**src/rtl/jtframe_dwnld_pack_pkg.sv**
```systemverilog
// Shared types and constants for the download byte-to-word packer.
// Holds the write-side FSM encoding, byte-enable masks and the queued word layout.
package jtframe_dwnld_pack_pkg;

    typedef enum logic {
        ST_IDLE = 1'b0,
        ST_REQ  = 1'b1
    } wr_state_t;

    localparam logic [1:0] MASK_LO = 2'b01;
    localparam logic [1:0] MASK_HI = 2'b10;
    localparam logic [1:0] MASK_W  = 2'b11;

    typedef struct packed {
        logic [21:0] addr;
        logic [15:0] data;
        logic [1:0]  mask;
    } prog_word_t;

    localparam int WORD_W = $bits(prog_word_t);

    // Byte lane of a download byte: odd addresses go high unless bytes are swapped.
    function automatic logic [1:0] lane_mask(input logic odd, input logic swap);
        return (odd ^ swap) ? MASK_HI : MASK_LO;
    endfunction

endpackage

```
**src/rtl/jtframe_dwnld_fifo.sv**
```systemverilog
// Small synchronous FIFO with a registered head word.
// A push and a pop in the same cycle both take effect, even when full.
module jtframe_dwnld_fifo #(
    parameter int W  = 40,
    parameter int AW = 2
) (
    input  logic         clk,
    input  logic         rst_n,
    input  logic         push,
    input  logic [W-1:0] din,
    input  logic         pop,
    output logic [W-1:0] dout,
    output logic         empty,
    output logic         full
);

    localparam logic [AW:0]   DEPTH   = (AW+1)'(1) << AW;
    localparam logic [AW:0]   CNT_ONE = (AW+1)'(1);
    localparam logic [AW-1:0] PTR_ONE = AW'(1);

    logic [W-1:0]  mem [2**AW];
    logic [W-1:0]  head;
    logic [AW-1:0] wr_ptr, rd_ptr, rd_nxt;
    logic [AW:0]   count;
    logic          do_push, do_pop;

    assign empty   = (count == '0);
    assign full    = (count == DEPTH);
    assign do_pop  = pop && !empty;
    assign do_push = push && (!full || do_pop);
    assign rd_nxt  = rd_ptr + PTR_ONE;
    assign dout    = head;

    always_ff @(posedge clk or negedge rst_n) begin
        if (!rst_n) begin
            wr_ptr <= '0;
            rd_ptr <= '0;
            count  <= '0;
        end else begin
            if (do_push) wr_ptr <= wr_ptr + PTR_ONE;
            if (do_pop)  rd_ptr <= rd_nxt;
            case ({do_push, do_pop})
                2'b10:   count <= count + CNT_ONE;
                2'b01:   count <= count - CNT_ONE;
                default: count <= count;
            endcase
        end
    end

    // The head register follows the next oldest word; an incoming word
    // becomes the head directly when it would be the only entry left.
    always_ff @(posedge clk) begin
        if (do_push) mem[wr_ptr] <= din;
        if (do_push && (empty || (do_pop && count == CNT_ONE)))
            head <= din;
        else if (do_pop)
            head <= mem[rd_nxt];
    end

endmodule

```
**src/rtl/jtframe_dwnld_pack.sv**
```systemverilog
// Packs ROM download bytes into 16-bit SDRAM words with byte enables,
// queues them and issues one held write request per word until acknowledged.
module jtframe_dwnld_pack
    import jtframe_dwnld_pack_pkg::*;
#(
    parameter int FIFO_AW    = 2,
    parameter bit SWAP_BYTES = 1'b0
) (
    input  logic        clk,
    input  logic        rst_n,
    input  logic        downloading,
    input  logic [22:0] ioctl_addr,
    input  logic [7:0]  ioctl_data,
    input  logic        ioctl_wr,
    output logic [21:0] prog_addr,
    output logic [15:0] prog_data,
    output logic [1:0]  prog_mask,
    output logic        prog_we,
    input  logic        prog_ack,
    output logic        dwnld_busy,
    output logic        overflow
);

    wr_state_t   state;
    prog_word_t  pend_word, head_word;
    logic [WORD_W-1:0] head_bits;
    logic        pend_vld, dl_last, dl_fall, dl_rise;
    logic        wr_en, same_word, lane_hi, push, pop, drop;
    logic        fifo_empty, fifo_full;
    logic [1:0]  byte_mask;

    assign wr_en     = ioctl_wr && downloading;
    assign dl_fall   = dl_last && !downloading;
    assign dl_rise   = !dl_last && downloading;
    assign byte_mask = lane_mask(ioctl_addr[0], SWAP_BYTES);
    assign lane_hi   = (byte_mask == MASK_HI);
    // A completed word is never merged into again; it only waits for its push.
    assign same_word = pend_vld && (pend_word.mask != MASK_W)
                       && (pend_word.addr == ioctl_addr[22:1]);
    assign push      = pend_vld && ((pend_word.mask == MASK_W) || dl_fall
                                    || (wr_en && !same_word));
    assign pop       = (state == ST_REQ) && prog_ack;
    assign drop      = push && fifo_full && !pop;
    assign head_word = prog_word_t'(head_bits);
    assign dwnld_busy = pend_vld || !fifo_empty || prog_we;

    always_ff @(posedge clk or negedge rst_n) begin
        if (!rst_n) begin
            dl_last  <= 1'b0;
            pend_vld <= 1'b0;
            overflow <= 1'b0;
        end else begin
            dl_last <= downloading;
            if (wr_en)     pend_vld <= 1'b1;
            else if (push) pend_vld <= 1'b0;
            if (drop)         overflow <= 1'b1;
            else if (dl_rise) overflow <= 1'b0;
        end
    end

    always_ff @(posedge clk) begin
        if (wr_en) begin
            if (same_word) begin
                pend_word.mask <= pend_word.mask | byte_mask;
                if (lane_hi) pend_word.data[15:8] <= ioctl_data;
                else         pend_word.data[7:0]  <= ioctl_data;
            end else begin
                pend_word.addr <= ioctl_addr[22:1];
                pend_word.mask <= byte_mask;
                pend_word.data <= lane_hi ? {ioctl_data, 8'h00} : {8'h00, ioctl_data};
            end
        end
    end

    jtframe_dwnld_fifo #(
        .W  (WORD_W),
        .AW (FIFO_AW)
    ) u_fifo (
        .clk   (clk),
        .rst_n (rst_n),
        .push  (push),
        .din   (pend_word),
        .pop   (pop),
        .dout  (head_bits),
        .empty (fifo_empty),
        .full  (fifo_full)
    );

    // The head stays queued while requested; it is popped only on acknowledge.
    always_ff @(posedge clk or negedge rst_n) begin
        if (!rst_n) begin
            state     <= ST_IDLE;
            prog_we   <= 1'b0;
            prog_addr <= '0;
            prog_data <= '0;
            prog_mask <= '0;
        end else begin
            case (state)
                ST_IDLE: if (!fifo_empty) begin
                    prog_addr <= head_word.addr;
                    prog_data <= head_word.data;
                    prog_mask <= head_word.mask;
                    prog_we   <= 1'b1;
                    state     <= ST_REQ;
                end
                ST_REQ: if (prog_ack) begin
                    prog_we <= 1'b0;
                    state   <= ST_IDLE;
                end
                default: state <= ST_IDLE;
            endcase
        end
    end

endmodule

```
**config.mk**
```make
export PLATFORM = sky130hd
export DESIGN_NAME = jtframe_dwnld_pack
export DESIGN_NICKNAME = d
export VERILOG_FILES = /design/src/rtl/jtframe_dwnld_pack_pkg.sv /design/src/rtl/jtframe_dwnld_fifo.sv /design/src/rtl/jtframe_dwnld_pack.sv
export SDC_FILE = /design/constraint.sdc
export NUM_CORES = 1
export LEC_CHECK = 0
export ABC_AREA = 1
export BUFFER_PORTS_ARGS = -buffer_cell sky130_fd_sc_hd__buf_2
export CAP_MARGIN = 0
export CELL_PAD_IN_SITES_DETAIL_PLACEMENT = 0
export CELL_PAD_IN_SITES_GLOBAL_PLACEMENT = 1
export CORE_ASPECT_RATIO = 1.2
export CORE_UTILIZATION = 25
export CTS_BUF_LIST = sky130_fd_sc_hd__clkbuf_8
export CTS_CLUSTER_DIAMETER = 50
export DETAILED_ROUTE_END_ITERATION = 12
export GPL_ROUTABILITY_DRIVEN = 0
export PLACE_DENSITY_LB_ADDON = 0.1
export SETUP_SLACK_MARGIN = 0.15
export SLEW_MARGIN = 5
export SYNTH_ARGS = -nofsm -noshare
export SYNTH_HDL_FRONTEND = slang
export SYNTH_HIERARCHICAL = 1
export SYNTH_SLANG_ARGS = --single-unit
export TNS_END_PERCENT = 1
```
**constraint.sdc**
```tcl
create_clock -name clk -period 6.1 [get_ports clk]
set_input_delay 0.61 -clock clk [delete_from_list [all_inputs] [get_ports clk]]
set_output_delay 0.61 -clock clk [all_outputs]
set_load 0.05 [all_outputs]
```
# After elaboration in Yosys (flattened, before gate mapping)
# Memories as Yosys holds them, arrays and structs flattened.
# Index checks and enable logic that the tools add are counted.
dict set report totals {
  regBits 132
  mem_count 1
  input_bits 36
  wordCells 93
  out_inout_bits 43
  ramBits 160
}
dict set report classes {
  addsub 4
  reduce_logical 36
  bitwise 4
  n_mux 20
  n_eq_ne 12
}
# memory words width read_ports rd_clocked_by_memory_dff write_ports line
set mem_list {}
lappend mem_list {u_fifo.mem 4 40 1 0 1 jtframe_dwnld_fifo.sv:21} ;# logic [W-1:0] mem [2**AW];
# cell n
set op_table {}
lappend op_table {{$mux W40} 2}
lappend op_table {{$eq A22 B22 Y1} 1}
lappend op_table {{$mux W18} 1}
lappend op_table {{$mux W16} 1}
lappend op_table {{$mux W8} 2}
lappend op_table {{$logic_and A1 B1 Y1} 14}
lappend op_table {{$mux W1} 10}
lappend op_table {{$reduce_and A2 Y1} 5}
lappend op_table {{$ne A2 B2 Y1 const B} 4}
lappend op_table {{$reduce_bool A2 Y1} 4}
lappend op_table {{$eq A2 B2 Y1 const B} 3}
lappend op_table {{$logic_not A1 Y1} 6}
lappend op_table {{$logic_or A1 B1 Y1} 6}
lappend op_table {{$pmux W3 S2} 1}
lappend op_table {{$add A2 B1 Y2 const B} 2}
lappend op_table {{$pmux W1 S2} 2}
lappend op_table {{$add A3 B1 Y3 const B} 1}
lappend op_table {{$eq A3 B1 Y1 const B} 1}
lappend op_table {{$eq A3 B3 Y1 const B} 1}
lappend op_table {{$logic_not A3 Y1} 1}
lappend op_table {{$not A1 Y1} 3}
lappend op_table {{$sub A3 B1 Y3 const B} 1}
lappend op_table {{$eq A2 B1 Y1 const B} 1}
lappend op_table {{$mux W2} 1}
lappend op_table {{2 further kinds} 2}

# Depth between registers and ports, before layout
# Gate-level depths: netlist of the first run.
dict set report depth {
  word_depth 10
  mapped_depth 16
  mapped_depth_nobuf 16
}

# Hierarchy
# Netlist of the first run, hierarchy kept.
# mod area_per_inst_um2 cells_per_inst seq_area_each_um2 n_inst
set modules_own_cells {}
lappend modules_own_cells {jtframe_dwnld_fifo 8608.3 784 6180.9 1}
lappend modules_own_cells {jtframe_dwnld_pack 3577.2 397 2327.2 1}

# Worst setup path before layout of the first run
# OpenSTA, ideal clock, no wires.
dict set report synth_timing {
  path_type {input -> register}
  startpoint {in ioctl_addr[14]}
  endpoint {mem u_fifo.mem[0][0] (enable)}
  t_required_ns 5.663
  n_path_buf 0
  arrival_ns 3.105
  setup_ns 0.437
  slack_ns 2.558
  cell_stages 11
  path_cell_list {nand2_1 > inv_1 > nor2_1 > nor2_1 > nand2_1 > nor2_2 > nand3_4 > nand2_2 > a21oi_1 > o21ai_2 > nor2_1}
}
dict set report synth_between {
  elab_chain_cells 9
}
# item line
set synth_rtl {}
lappend synth_rtl {{start: declaration} jtframe_dwnld_pack.sv:12} ;# input logic [22:0] ioctl_addr,
lappend synth_rtl {{$eq A22 B22 Y1} jtframe_dwnld_pack.sv:39} ;# && (pend_word.addr == ioctl_addr[22:1]);
lappend synth_rtl {{$logic_and A1 B1 Y1} jtframe_dwnld_pack.sv:39}
lappend synth_rtl {{$logic_not A1 Y1} jtframe_dwnld_pack.sv:41} ;# || (wr_en && !same_word));
lappend synth_rtl {{$logic_and A1 B1 Y1} jtframe_dwnld_pack.sv:41}
lappend synth_rtl {{$logic_or A1 B1 Y1} jtframe_dwnld_pack.sv:41}
lappend synth_rtl {{$logic_and A1 B1 Y1} jtframe_dwnld_pack.sv:40} ;# assign push = pend_vld && ((pend_word.mask == MASK_W) || dl_fall
lappend synth_rtl {{net push} jtframe_dwnld_pack.sv:28} ;# logic wr_en, same_word, lane_hi, push, pop, drop;
lappend synth_rtl {{$logic_and A1 B1 Y1} jtframe_dwnld_fifo.sv:30} ;# assign do_push = push && (!full || do_pop);
lappend synth_rtl {{$mux W1} jtframe_dwnld_fifo.sv:53} ;# if (do_push) mem[wr_ptr] <= din;
lappend synth_rtl {{$mux W1 (not written as such)} jtframe_dwnld_fifo.sv:53}
lappend synth_rtl {{end: declaration} jtframe_dwnld_fifo.sv:21}
# The timed path passes the listed nets, and every way through them passes these cells.

# Worst setup path in the final report of the first run
dict set report layout_timing {
  startpoint {reg pend_word[19] (netlist bit)}
  endpoint {mem u_fifo.mem[2][18] (enable)}
}
dict set report layout_between {
  elab_chain_cells 9
}
# item line
set layout_rtl {}
lappend layout_rtl {{start: declaration} jtframe_dwnld_pack.sv:25} ;# prog_word_t pend_word, head_word;
lappend layout_rtl {{$eq A22 B22 Y1} jtframe_dwnld_pack.sv:39}
lappend layout_rtl {{$logic_and A1 B1 Y1} jtframe_dwnld_pack.sv:39}
lappend layout_rtl {{$logic_not A1 Y1} jtframe_dwnld_pack.sv:41}
lappend layout_rtl {{$logic_and A1 B1 Y1} jtframe_dwnld_pack.sv:41}
lappend layout_rtl {{$logic_or A1 B1 Y1} jtframe_dwnld_pack.sv:41}
lappend layout_rtl {{$logic_and A1 B1 Y1} jtframe_dwnld_pack.sv:40}
lappend layout_rtl {{net push} jtframe_dwnld_pack.sv:28}
lappend layout_rtl {{$logic_and A1 B1 Y1} jtframe_dwnld_fifo.sv:30}
lappend layout_rtl {{$mux W1} jtframe_dwnld_fifo.sv:53}
lappend layout_rtl {{$mux W1 (not written as such)} jtframe_dwnld_fifo.sv:53}
# The timed path passes the listed nets, and every way through them passes these cells.

==> flow_metrics.py, run 1 <==
metrics = {
    "pwr": {
        "switching_share_pct": 41.5,
        "power_w": 0.00729,
        "leakage_nw": 6.39,
        "seq_power_share_pct": 40.1,
        "pwr-share-comb_pct": 35.5,
        "pwr-share-clk_pct": 24.4,
        "vdd_ir_drop_max_mv": 0.184,
        "power_density_nw_per_um2": 509,
        "intPower_w": 0.00426,
        "switching_power_w": 0.00303,
    },
    "die": {
        "die_w_um": 204,
        "dieHeight_um": 244,
        "core_um2": 48100,
        "ios": 79,
        "die-area_um2": 49600,
        "row_count": 88,
        "initial_utilization_pct": 25.3,
    },
    "sta": {
        "rsz0062_at_grt": "false",
        "worstMarginPinSlew_ns": 1.20,
        "tns_ns": 0,
        "setup-violations-final": 0,
        "max_clock_freq_mhz": 291,
        "min_period_ns": 3.44,
        "period_share_pct": 56.4,
        "hold_viol": 0,
        "fin_worst_skew_ns": 0.0333,
        "worst_slack_ns": 2.66,
        "finalMaxSlewViolations": 0,
        "max-slew-margin-rel_pct": 19.0,
    },
    "synthesis": {
        "yosysWarnings": 6,
        "seq_area_frac_synth_pct": 69.8,
        "synth_area_um2": 12200,
        "synth_top_cell_by_area": "edfxtp_1",
        "synth_cell_types": 27,
        "synth_fp_nets": 1226,
        "ys_ff_latch": 292,
        "avgSynthCellArea_um2": 10.3,
        "synth_top_area_share_pct": 59.1,
        "synthTopCellsByArea": "edfxtp_1, nand2_1, dfrtp_1",
        "postSynthCellCount": 1181,
    },
    "hold_path": {
        "hp-class": "input port to flop",
        "min_delay_worst_endpoint": "dl_last",
        "min_from": "downloading",
        "holdPathStages": 1,
    },
    "worst_setup_path": {
        "rrSetupSlack_ns": 2.66,
        "critPathSlowestCell": "nor2_4",
        "crit_required_ns": 6.40,
        "worstSetupStartpointType": "flop",
        "rr_endpoint": "u_fifo/mem[2][18]",
        "ff2ff_path_depth": 12,
        "crit_arrival_ns": 3.74,
        "crit_type": "flop to flop",
        "startpoint": "pend_word[19]",
        "cp_cell_sequence": "nand2_1 -> inv_1 -> nor2_1 -> nor2_1 -> nand2_1 -> nor2_2 -> nand3_4 -> nand2_2 -> a21oi_1 -> o21ai_2 -> nor2_4 -> buf_4",
        "max_stage_delay_ns": 0.76,
        "crit_path_end_kind": "flop",
        "crit_fanout": 25,
        "r2r-start": "pend_word[19]",
    },
    "routing": {
        "ant_nets": 0,
        "drc": 0,
        "routedWlPerCell_um": 17.6,
        "vias": 8079,
        "via_per_inst": 4.12,
        "routed_wirelength_um": 34500,
        "drtIter0Drc": 330,
        "firstDrtPassIters": 6,
    },
    "final_layout": {
        "drive_above_1_share_pct": 14.2,
        "final_nets": 1330,
        "num-fill-cells": 5003,
        "area_delta_synth_final_pct": 17.5,
    },
    "clock_network": {
        "cts_resized": 0,
        "clockBufferDepth": 3,
        "hold_buffers": 0,
        "cts_root_buf": "clkbuf_8",
        "post_cts_buffers": 0,
        "path_clk_slew_ns": 0.06,
        "clkLatencyLatePin_ns": 0.64,
        "htreeDepth": 2,
        "cts.sink_count": 292,
        "cts_tree": "yes",
        "cts_buffers": 53,
    },
    "global_routing": {
        "grt_first_pass_wirelength_um": 52200,
        "antenna_found_initial": 2,
        "grt_max_degree": 53,
        "grt_pass1_vias": 8222,
        "overflow": 0,
        "track_usage_pct": 14.3,
    },
    "outcome": {
        "status": "completed",
    },
    "place": {
        "place_ws_ns": 2.40,
        "io_buffer_count": 78,
        "dp_hpwl_um": 19200,
    },
    "run": {
        "maxCapViolCount": 0,
    },
}
==> sequential cells by signal, summed over array words and instances (netlist names), 2 cells and up <==
register       count
u_fifo/count       3
u_fifo/rd_ptr      2
prog_mask          2
prog_data         16
pend_word         40
u_fifo/wr_ptr      2
u_fifo/mem       160
u_fifo/dout       40
prog_addr         22
==> layout by cell type (no fill, tap or decap), types with 5 or more instances in the layout <==
cell type  synthesis  layout
nor2_4             1       6
inv_1             75      88
edfxtp_1         240     240
clkinv_1           2      16
nand3_1           44      44
clkinv_2           0       5
buf_2             23      78
nand2_1          640     639
clkbuf_8           0      63
o21ai_0           11      11
buf_4              0      18
dfrtp_1           52      52
a21oi_1           16      16
ha_1               9       9
nor2_1            23      18
==> power groups by stage <==
stage | registers [W] | clock network [W] | logic [W]
global route | 0.00297 | 0.00195 | 0.00294
CTS | 0.00293 | 0.00187 | 0.00268
global placement | 0.00296 | 0 | 0.00267
detailed placement | 0.00297 | 0 | 0.00267
finish | 0.00292 | 0.00178 | 0.00259
floorplan | 0.00339 | 0 | 0.00135
==> synthesized netlist by cell type, drive strengths merged <==
master	n
a21oi	19
buf	31
clkbuf	16
clkinv	2
dfrtp	52
edfxtp	240
ha	9
inv	76
nand2	644
nand3	45
nand4	1
nor2	28
o21ai	12
or2	1
xnor2	3
xor2	2
==> cell families (layout without fill, tap and decap cells) <==
kind of cell	Yosys count	after routing	synth area share, %
and+or+nand+nor	719	719	23.0
DFF	292	292	69.8
buffers and inverters	125	272	4.42
AOI/OAI and AO/OA	31	31	1.46
adders and majority gates	9	9	0.924
xor gates and xnor gates	5	5	0.359
other	0	1	0
==> metrics by stage <==
stage	hold WS, ns	cell area [µm²]	utilization, %	cells
after floorplan	0.314	12200	-	1181
after global placement	0.429	13300	27.6	1860
after detailed placement	0.432	13300	27.6	1860
after CTS	0.105	14300	29.7	1958
after global routing	0.126	14300	29.7	1959
final	0.160	14300	29.7	1959
==> per-layer routing <==
metal  global-route usage (%)  vias up  routed length (µm)
li1                         -     4007                   -
met1                     18.0     3875               15400
met2                     24.3      134               16700
met3                     2.49       63                1410
met4                     5.51        0                 935
met5                        0        -                   0
==> cell type report <==
cell class	instances	area (µm²)	share of cell area, %
multi-input cells	764	3180	22.2
clock buffers	63	867	6.06
flip-flops and latches	292	8510	59.4
inverters	78	295	2.06
diodes	1	2.50	0.0175
clock inverters	35	146	1.02
well taps	630	788	5.51
repair buffers	96	526	3.67
==> worst max-delay path: cells and delay by family (launching register included) <==
kind                   cells  cell delay [ns]
AO/OA/AOI/OAI              2             0.44
buffers and inverters      2             0.46
flip-flops                 1             0.52
AND/OR/NAND/NOR            8             1.65
==> worst max-delay path by stage <==
| stage | to | slack (ns) | cells after the start |
|---|---|---|---|
| floorplan | u_fifo/mem[0][0] | 2.56 | 11 |
| global placement | u_fifo/mem[2][8] | 2.43 | 13 |
| detailed placement | u_fifo/mem[2][9] | 2.40 | 13 |
| CTS | u_fifo/mem[2][37] | 2.52 | 12 |
| global route | u_fifo/mem[2][19] | 2.39 | 12 |
| finish | u_fifo/mem[2][18] | 2.66 | 12 |
Power figures use the tool's default switching activity.
==> inputs of run 2 (changes only) <==
--- a/config.mk
+++ b/config.mk
@@ -5,7 +5,7 @@
 export SDC_FILE = /design/constraint.sdc
 export NUM_CORES = 1
 export LEC_CHECK = 0
-export ABC_AREA = 1
+export ABC_AREA = 0
 export BUFFER_PORTS_ARGS = -buffer_cell sky130_fd_sc_hd__buf_2
 export CAP_MARGIN = 0
 export CELL_PAD_IN_SITES_DETAIL_PLACEMENT = 0
==> constraint.sdc (replaced) <==
create_clock -name clk -period 3.2 [get_ports clk]
set_input_delay 0.32 -clock clk [delete_from_list [all_inputs] [get_ports clk]]
set_output_delay 0.32 -clock clk [all_outputs]
set_load 0.05 [all_outputs]
==> run 2 against run 1 <==
  * Core utilization is 1.6 points higher
  * Combinational power is 54% higher
  * Die area is 6.8% lower
  * Clock skew fell by 0.0035 ns
  * Clock-buffer cell count down 3
  * Synthesized cell count decreased by 52%
  * Final cell count shrank 29%
  * Clock power up 89%
  * Sequential power increased by 91%
  * Wire length shrank 19%
  * Highest routed layer unchanged
==> flow_metrics.py, run 2 <==
metrics = {
    "global_routing": {
        "grt_first_pass_wirelength_um": 42000,
        "grt_pass1_vias": 6349,
        "track_usage_pct": 12.6,
        "overflow": 0,
        "antenna_found_initial": 1,
        "grt_max_degree": 41,
    },
    "worst_setup_path": {
        "critPathSlowestCell": "or4_4",
        "crit_buf_inv": 1,
        "cp_cell_sequence": "xnor2_1 -> nand4_1 -> or4_4 -> o311a_1 -> o21a_1 -> inv_1 -> ha_1 -> mux2i_1 -> nor2_1 -> xor2_1",
        "startpoint": "pend_word[22]",
        "crit_path_end_kind": "flop",
        "cpLargestDelayFamily": "simple AND/OR/NAND/NOR gates",
        "crit_required_ns": 3.69,
        "worstSetupStartpointType": "flop",
        "crit_fanout": 7,
        "crit_arrival_ns": 3.30,
        "max_stage_delay_ns": 0.54,
        "crit_type": "flop to flop",
        "ff2ff_path_depth": 10,
        "r2r-start": "pend_word[22]",
        "cp.depth": 10,
    },
    "die": {
        "die_w_um": 197,
        "core_um2": 44900,
        "die-area_um2": 46300,
        "row_count": 85,
        "ios": 79,
        "initial_utilization_pct": 25.3,
        "dieHeight_um": 235,
    },
    "synthesis": {
        "synth_flop_cell": "edfxtp_1",
        "synth_top_cell_by_area": "edfxtp_1",
        "synth_edf_count": 240,
        "synth_fp_nets": 613,
        "yosysWarnings": 6,
        "postSynthCellCount": 568,
        "yosysMostFrequentCell": "edfxtp_1",
        "synth_cell_types": 37,
        "ys_ff_latch": 292,
        "avgSynthCellArea_um2": 20.0,
        "ys_top_cells_by_count": "edfxtp_1, mux2_2, dfrtp_1",
        "synthTopCellsByArea": "edfxtp_1, dfrtp_1, mux2_2",
        "postSynth.asyncResetShare_pct": 17.8,
        "seq_area_frac_synth_pct": 74.9,
        "synth_area_um2": 11400,
        "synth_top_area_share_pct": 63.5,
    },
    "final_layout": {
        "final_nets": 781,
        "largest_reg_flops": 160,
        "num-fill-cells": 4460,
        "fin_area_um2": 14100,
        "area_delta_synth_final_pct": 23.8,
        "multi_input_area_um2": 2660,
        "regArea_um2": 8510,
        "final_common_cell": "edfxtp_1",
        "drive_above_1_share_pct": 41.1,
        "top_register": "u_fifo/mem",
        "layout_common_cells": "edfxtp_1, mux2_2, buf_2",
    },
    "sta": {
        "worstMarginPinSlew_ns": 0.665,
        "setup-violations-final": 0,
        "min_period_ns": 2.82,
        "max_clock_freq_mhz": 355,
        "fin_worst_skew_ns": 0.0298,
        "finalMaxSlewViolations": 0,
        "period_share_pct": 88.0,
        "rsz0062_at_grt": "false",
        "hold_viol": 0,
        "max-slew-margin-rel_pct": 55.6,
        "whs_ns": 0.102,
        "tns_ns": 0,
    },
    "pwr": {
        "leakage_nw": 4.95,
        "vdd_ir_drop_max_mv": 0.410,
        "switching_share_pct": 33.8,
        "pwr-share-clk_pct": 26.0,
        "power_density_nw_per_um2": 920,
        "intPower_w": 0.00856,
        "pwr-share-comb_pct": 30.9,
        "seq_power_share_pct": 43.1,
        "switching_power_w": 0.00437,
        "power_w": 0.0129,
    },
    "hold_path": {
        "min_from": "ioctl_addr[0]",
        "hp-class": "input port to flop",
        "holdPathStages": 2,
    },
    "clock_network": {
        "cts_tree": "yes",
        "clkLatencyLatePin_ns": 0.62,
        "path_clk_slew_ns": 0.06,
        "cts_root_buf": "clkbuf_8",
        "clockBufferDepth": 3,
        "htreeDepth": 2,
        "cts.sink_count": 292,
        "cts_buffers": 51,
    },
    "routing": {
        "via_per_inst": 4.13,
        "drtIter0Drc": 192,
        "vias": 5723,
        "routedWlPerCell_um": 20.2,
        "ant_nets": 0,
        "firstDrtPassIters": 4,
        "drc": 0,
        "routed_wirelength_um": 28000,
    },
    "run": {
        "maxCapViolCount": 0,
    },
    "outcome": {
        "status": "completed",
    },
    "place": {
        "io_buffer_count": 78,
        "placed_area_um2": 12700,
        "dp_hpwl_um": 16800,
    },
}
==> run 2: repair_timing <==
item,in CTS,in global routing
buffers inserted,2,5
hold buffers,25,0
gates resized for setup,0,4
hold endpoints to repair,42,0
pin swaps,0,0
endpoints found under the setup margin,37,45
==> run 2: worst paths after layout <==
path | to | slack (ns)
max | u_fifo/count[2] | 0.38
max in group asynchronous | prog_addr[2] | 2.14
min reg2reg | prog_data[15] | 0.46
min | pend_word[0] | 0.10
min in group asynchronous | overflow | 0.27
max reg2reg | u_fifo/count[2] | 0.38
==> run 2: cell families (layout without fill, tap and decap cells) <==
kind of cell               count (synthesis)  after routing  share of synthesized area, %
muxes                                    122            122                          16.1
xor gates and xnor gates                  28             28                          2.16
DFF                                      292            292                          74.9
other                                      0              1                             0
adders and majority gates                  9              9                         0.992
buffers and inverters                     45            254                          2.08
AOI/OAI and AO/OA                         31             31                          1.86
and+or+nand+nor                           41             41                          1.91
==> run 2: power groups by stage <==
stage,logic (W),clock network [W],registers [W]
CTS,0.00409,0.00353,0.00562
global route,0.00429,0.00366,0.00570
finish,0.00399,0.00336,0.00558
global placement,0.00402,0,0.00567
floorplan,0.00202,0,0.00642
detailed placement,0.00404,0,0.00568
==> run 2: area by class of cell <==
type / instances / area share (%)
multi-input cells: 231 / 18.9
clock buffers: 60 / 5.88
diodes: 1 / 0.0178
repair buffers: 139 / 7.37
well taps: 609 / 5.42
clock inverters: 34 / 1.25
inverters: 21 / 0.561
flip-flops and latches: 292 / 60.6
==> run 2: metrics by stage <==
| step | setup slack [ns] | utilization, % | std cells |
|---|---|---|---|
| floorplan | 0.226 | - | 568 |
| global placement | 0.168 | 28.3 | 1260 |
| detailed placement | 0.135 | 28.3 | 1260 |
| CTS | 0.175 | 31.2 | 1381 |
| global route | 0.224 | 31.3 | 1387 |
| finish | 0.383 | 31.3 | 1387 |
==> run 2: per-layer routing <==
metal / track usage, % / part of all wire [%] / vias to the layer above
li1: - / - / 2586
met2: 21.4 / 51 / 125
met3: 3.07 / 4.5 / 51
met5: 0 / 0 / -
met4: 4.19 / 2.1 / 0
met1: 15.7 / 43 / 2961
==> inputs of run 3 (changes only) <==
--- a/config.mk
+++ b/config.mk
@@ -6,7 +6,6 @@
 export NUM_CORES = 1
 export LEC_CHECK = 0
 export ABC_AREA = 0
-export BUFFER_PORTS_ARGS = -buffer_cell sky130_fd_sc_hd__buf_2
 export CAP_MARGIN = 0
 export CELL_PAD_IN_SITES_DETAIL_PLACEMENT = 0
 export CELL_PAD_IN_SITES_GLOBAL_PLACEMENT = 1
@@ -15,10 +14,10 @@
 export CTS_BUF_LIST = sky130_fd_sc_hd__clkbuf_8
 export CTS_CLUSTER_DIAMETER = 50
 export DETAILED_ROUTE_END_ITERATION = 12
+export DONT_BUFFER_PORTS = 1
 export GPL_ROUTABILITY_DRIVEN = 0
 export PLACE_DENSITY_LB_ADDON = 0.1
 export SETUP_SLACK_MARGIN = 0.15
-export SLEW_MARGIN = 5
 export SYNTH_ARGS = -nofsm -noshare
 export SYNTH_HDL_FRONTEND = slang
 export SYNTH_HIERARCHICAL = 1
==> constraint.sdc (replaced) <==
create_clock -name clk -period 2.9 [get_ports clk]
set_input_delay 0.29 -clock clk [delete_from_list [all_inputs] [get_ports clk]]
set_output_delay 0.29 -clock clk [all_outputs]
set_load 0.05 [all_outputs]
==> run 3 against run 2 <==
  * Core utilization shrank 0.16 points
  * Clock-buffer cell count shrank 2
  * Die area is the same
  * Worst setup slack lost 0.18 ns
  * Power grew 8.1%
  * Design area shrank 0.52%
  * Non-clock buffer count shrank 53
  * Clock skew grew 0.0029 ns
==> flow_metrics.py, run 3 (synthesized netlist as in run 2, its figures left out) <==
metrics = {
    "worst_setup_path": {
        "cpLargestDelayFamily": "simple AND/OR/NAND/NOR gates",
        "crit_required_ns": 3.24,
        "crit_type": "flop to flop",
        "critPathSlowestCell": "or4_4",
        "worstSetupStartpointType": "flop",
        "crit_arrival_ns": 3.03,
        "crit_path_end_kind": "flop",
        "crit_buf_inv": 1,
        "cp_cell_sequence": "xnor2_2 -> nand4_1 -> or4_4 -> o311a_4 -> nor3b_4 -> buf_12 -> mux2_2",
        "max_stage_delay_ns": 0.57,
        "crit_fanout": 21,
    },
    "die": {
        "row_count": 85,
        "dieHeight_um": 235,
        "die-area_um2": 46300,
        "core_um2": 44900,
        "initial_utilization_pct": 25.3,
        "ios": 79,
        "die_w_um": 197,
    },
    "pwr": {
        "leakage_nw": 4.80,
        "power_density_nw_per_um2": 1000,
        "vdd_ir_drop_max_mv": 0.422,
    },
    "hold_path": {
        "hp-class": "input port to flop",
    },
    "place": {
        "dpl.cell_count": 1198,
        "place_ws_ns": -0.0556,
        "dp_hpwl_um": 16400,
        "placed_area_um2": 12500,
        "io_buffer_count": 0,
    },
    "sta": {
        "period_share_pct": 93.0,
        "max_clock_freq_mhz": 371,
        "worstMarginPinSlew_ns": 0.563,
        "fin_worst_skew_ns": 0.0327,
        "hold_viol": 0,
        "finalMaxSlewViolations": 0,
        "worst_slack_ns": 0.202,
        "rsz0062_at_grt": "true",
        "min_period_ns": 2.70,
        "max-slew-margin-rel_pct": 62.5,
        "tns_ns": 0,
        "whs_ns": 0.0886,
        "setup-violations-final": 0,
    },
    "final_layout": {
        "area_delta_synth_final_pct": 23.1,
        "layout_common_cells": "edfxtp_1, mux2_2, clkbuf_8",
        "fin_area_um2": 14000,
        "drive_above_1_share_pct": 36.5,
        "num-fill-cells": 4451,
        "top_register": "u_fifo/mem",
        "final_cells": 1333,
        "final_nets": 727,
        "largest_reg_flops": 160,
        "final_common_cell": "edfxtp_1",
    },
    "clock_network": {
        "path_clk_slew_ns": 0.06,
        "clkLatencyLatePin_ns": 0.62,
        "cts_tree": "yes",
        "cts_buffers": 50,
        "cts.sink_count": 292,
        "cts_root_buf": "clkbuf_8",
        "htreeDepth": 2,
        "clockBufferDepth": 3,
    },
    "global_routing": {
        "overflow": 0,
        "antenna_found_initial": 1,
        "grt_first_pass_wirelength_um": 41100,
        "track_usage_pct": 12.3,
        "grt_max_degree": 53,
        "grt_pass1_vias": 6160,
    },
    "run": {
        "maxCapViolCount": 0,
    },
    "routing": {
        "via_per_inst": 4.20,
        "routedWlPerCell_um": 20.8,
        "drc": 0,
        "routed_wirelength_um": 27700,
        "vias": 5599,
        "ant_nets": 0,
        "drtIter0Drc": 256,
        "firstDrtPassIters": 4,
    },
    "outcome": {
        "status": "completed",
    },
}
## run 3: power breakdown
group          leakage [nW]  switching [W]  internal, W  total [W]
Clock                 0.561        0.00169      0.00200    0.00369
Combinational          1.44        0.00141      0.00167    0.00308
Sequential             2.80        0.00157      0.00564    0.00721
## run 3: worst reg2reg max path: stages (launching register included)
cell      delay (ns)
edfxtp_1        0.45
xnor2_2         0.22
nand4_1         0.13
or4_4           0.57
o311a_4         0.38
nor3b_4         0.18
buf_12          0.19
mux2_2          0.30
## run 3: per-layer routing
metal  part of all wire (%)  vias to the layer above  GRT usage (%)  wire [µm]
met4                    2.4                        0           4.10        661
met5                      0                        -              0          0
met2                     50                      129           20.7      13900
li1                       -                     2486              -          -
met3                    4.9                       47           3.55       1350
met1                     42                     2937           15.1      11800
## run 3: cell type report
| type | count | area, µm² | area share, % |
|---|---|---|---|
| clock buffer | 58 | 798 | 5.71 |
| multi-input combinational | 231 | 2720 | 19.4 |
| inverter | 21 | 78.8 | 0.564 |
| tap | 609 | 762 | 5.45 |
| sequential | 292 | 8510 | 60.9 |
| clock inverter | 35 | 199 | 1.42 |
| antenna | 1 | 2.50 | 0.0179 |
| timing repair buffer | 86 | 913 | 6.53 |
## run 3: per-stage QoR
stage / utilization, % / total power [W]
final: 31.1 / 0.0140
after global routing: 31.1 / 0.0148
after CTS: 31.0 / 0.0143
after detailed placement: 27.8 / 0.0104
after global placement: 27.8 / 0.0104
after floorplan: - / 0.00931
## run 3: path summary, 6_finish.rpt
path,startpoint,endpoint,slack (ns),cells after the start
setup reg to reg,pend_word[30],u_fifo/dout[28],0.20,7
hold reg to reg,u_fifo/dout[39],prog_addr[21],0.48,1
setup / recovery,pend_word[30],u_fifo/dout[28],0.20,7
max in group asynchronous,rst_n,prog_addr[20],2.37,2
hold / removal,ioctl_addr[0],pend_word[1],0.09,2
min in group asynchronous,rst_n,prog_data[0],0.22,2
## run 3: repair_timing
item,in CTS,in global routing
pin swaps,2,8
hold buffers,35,0
setup buffers,1,5
setup endpoints to repair,243,202
gates resized for setup,8,6
hold endpoints to repair,93,0
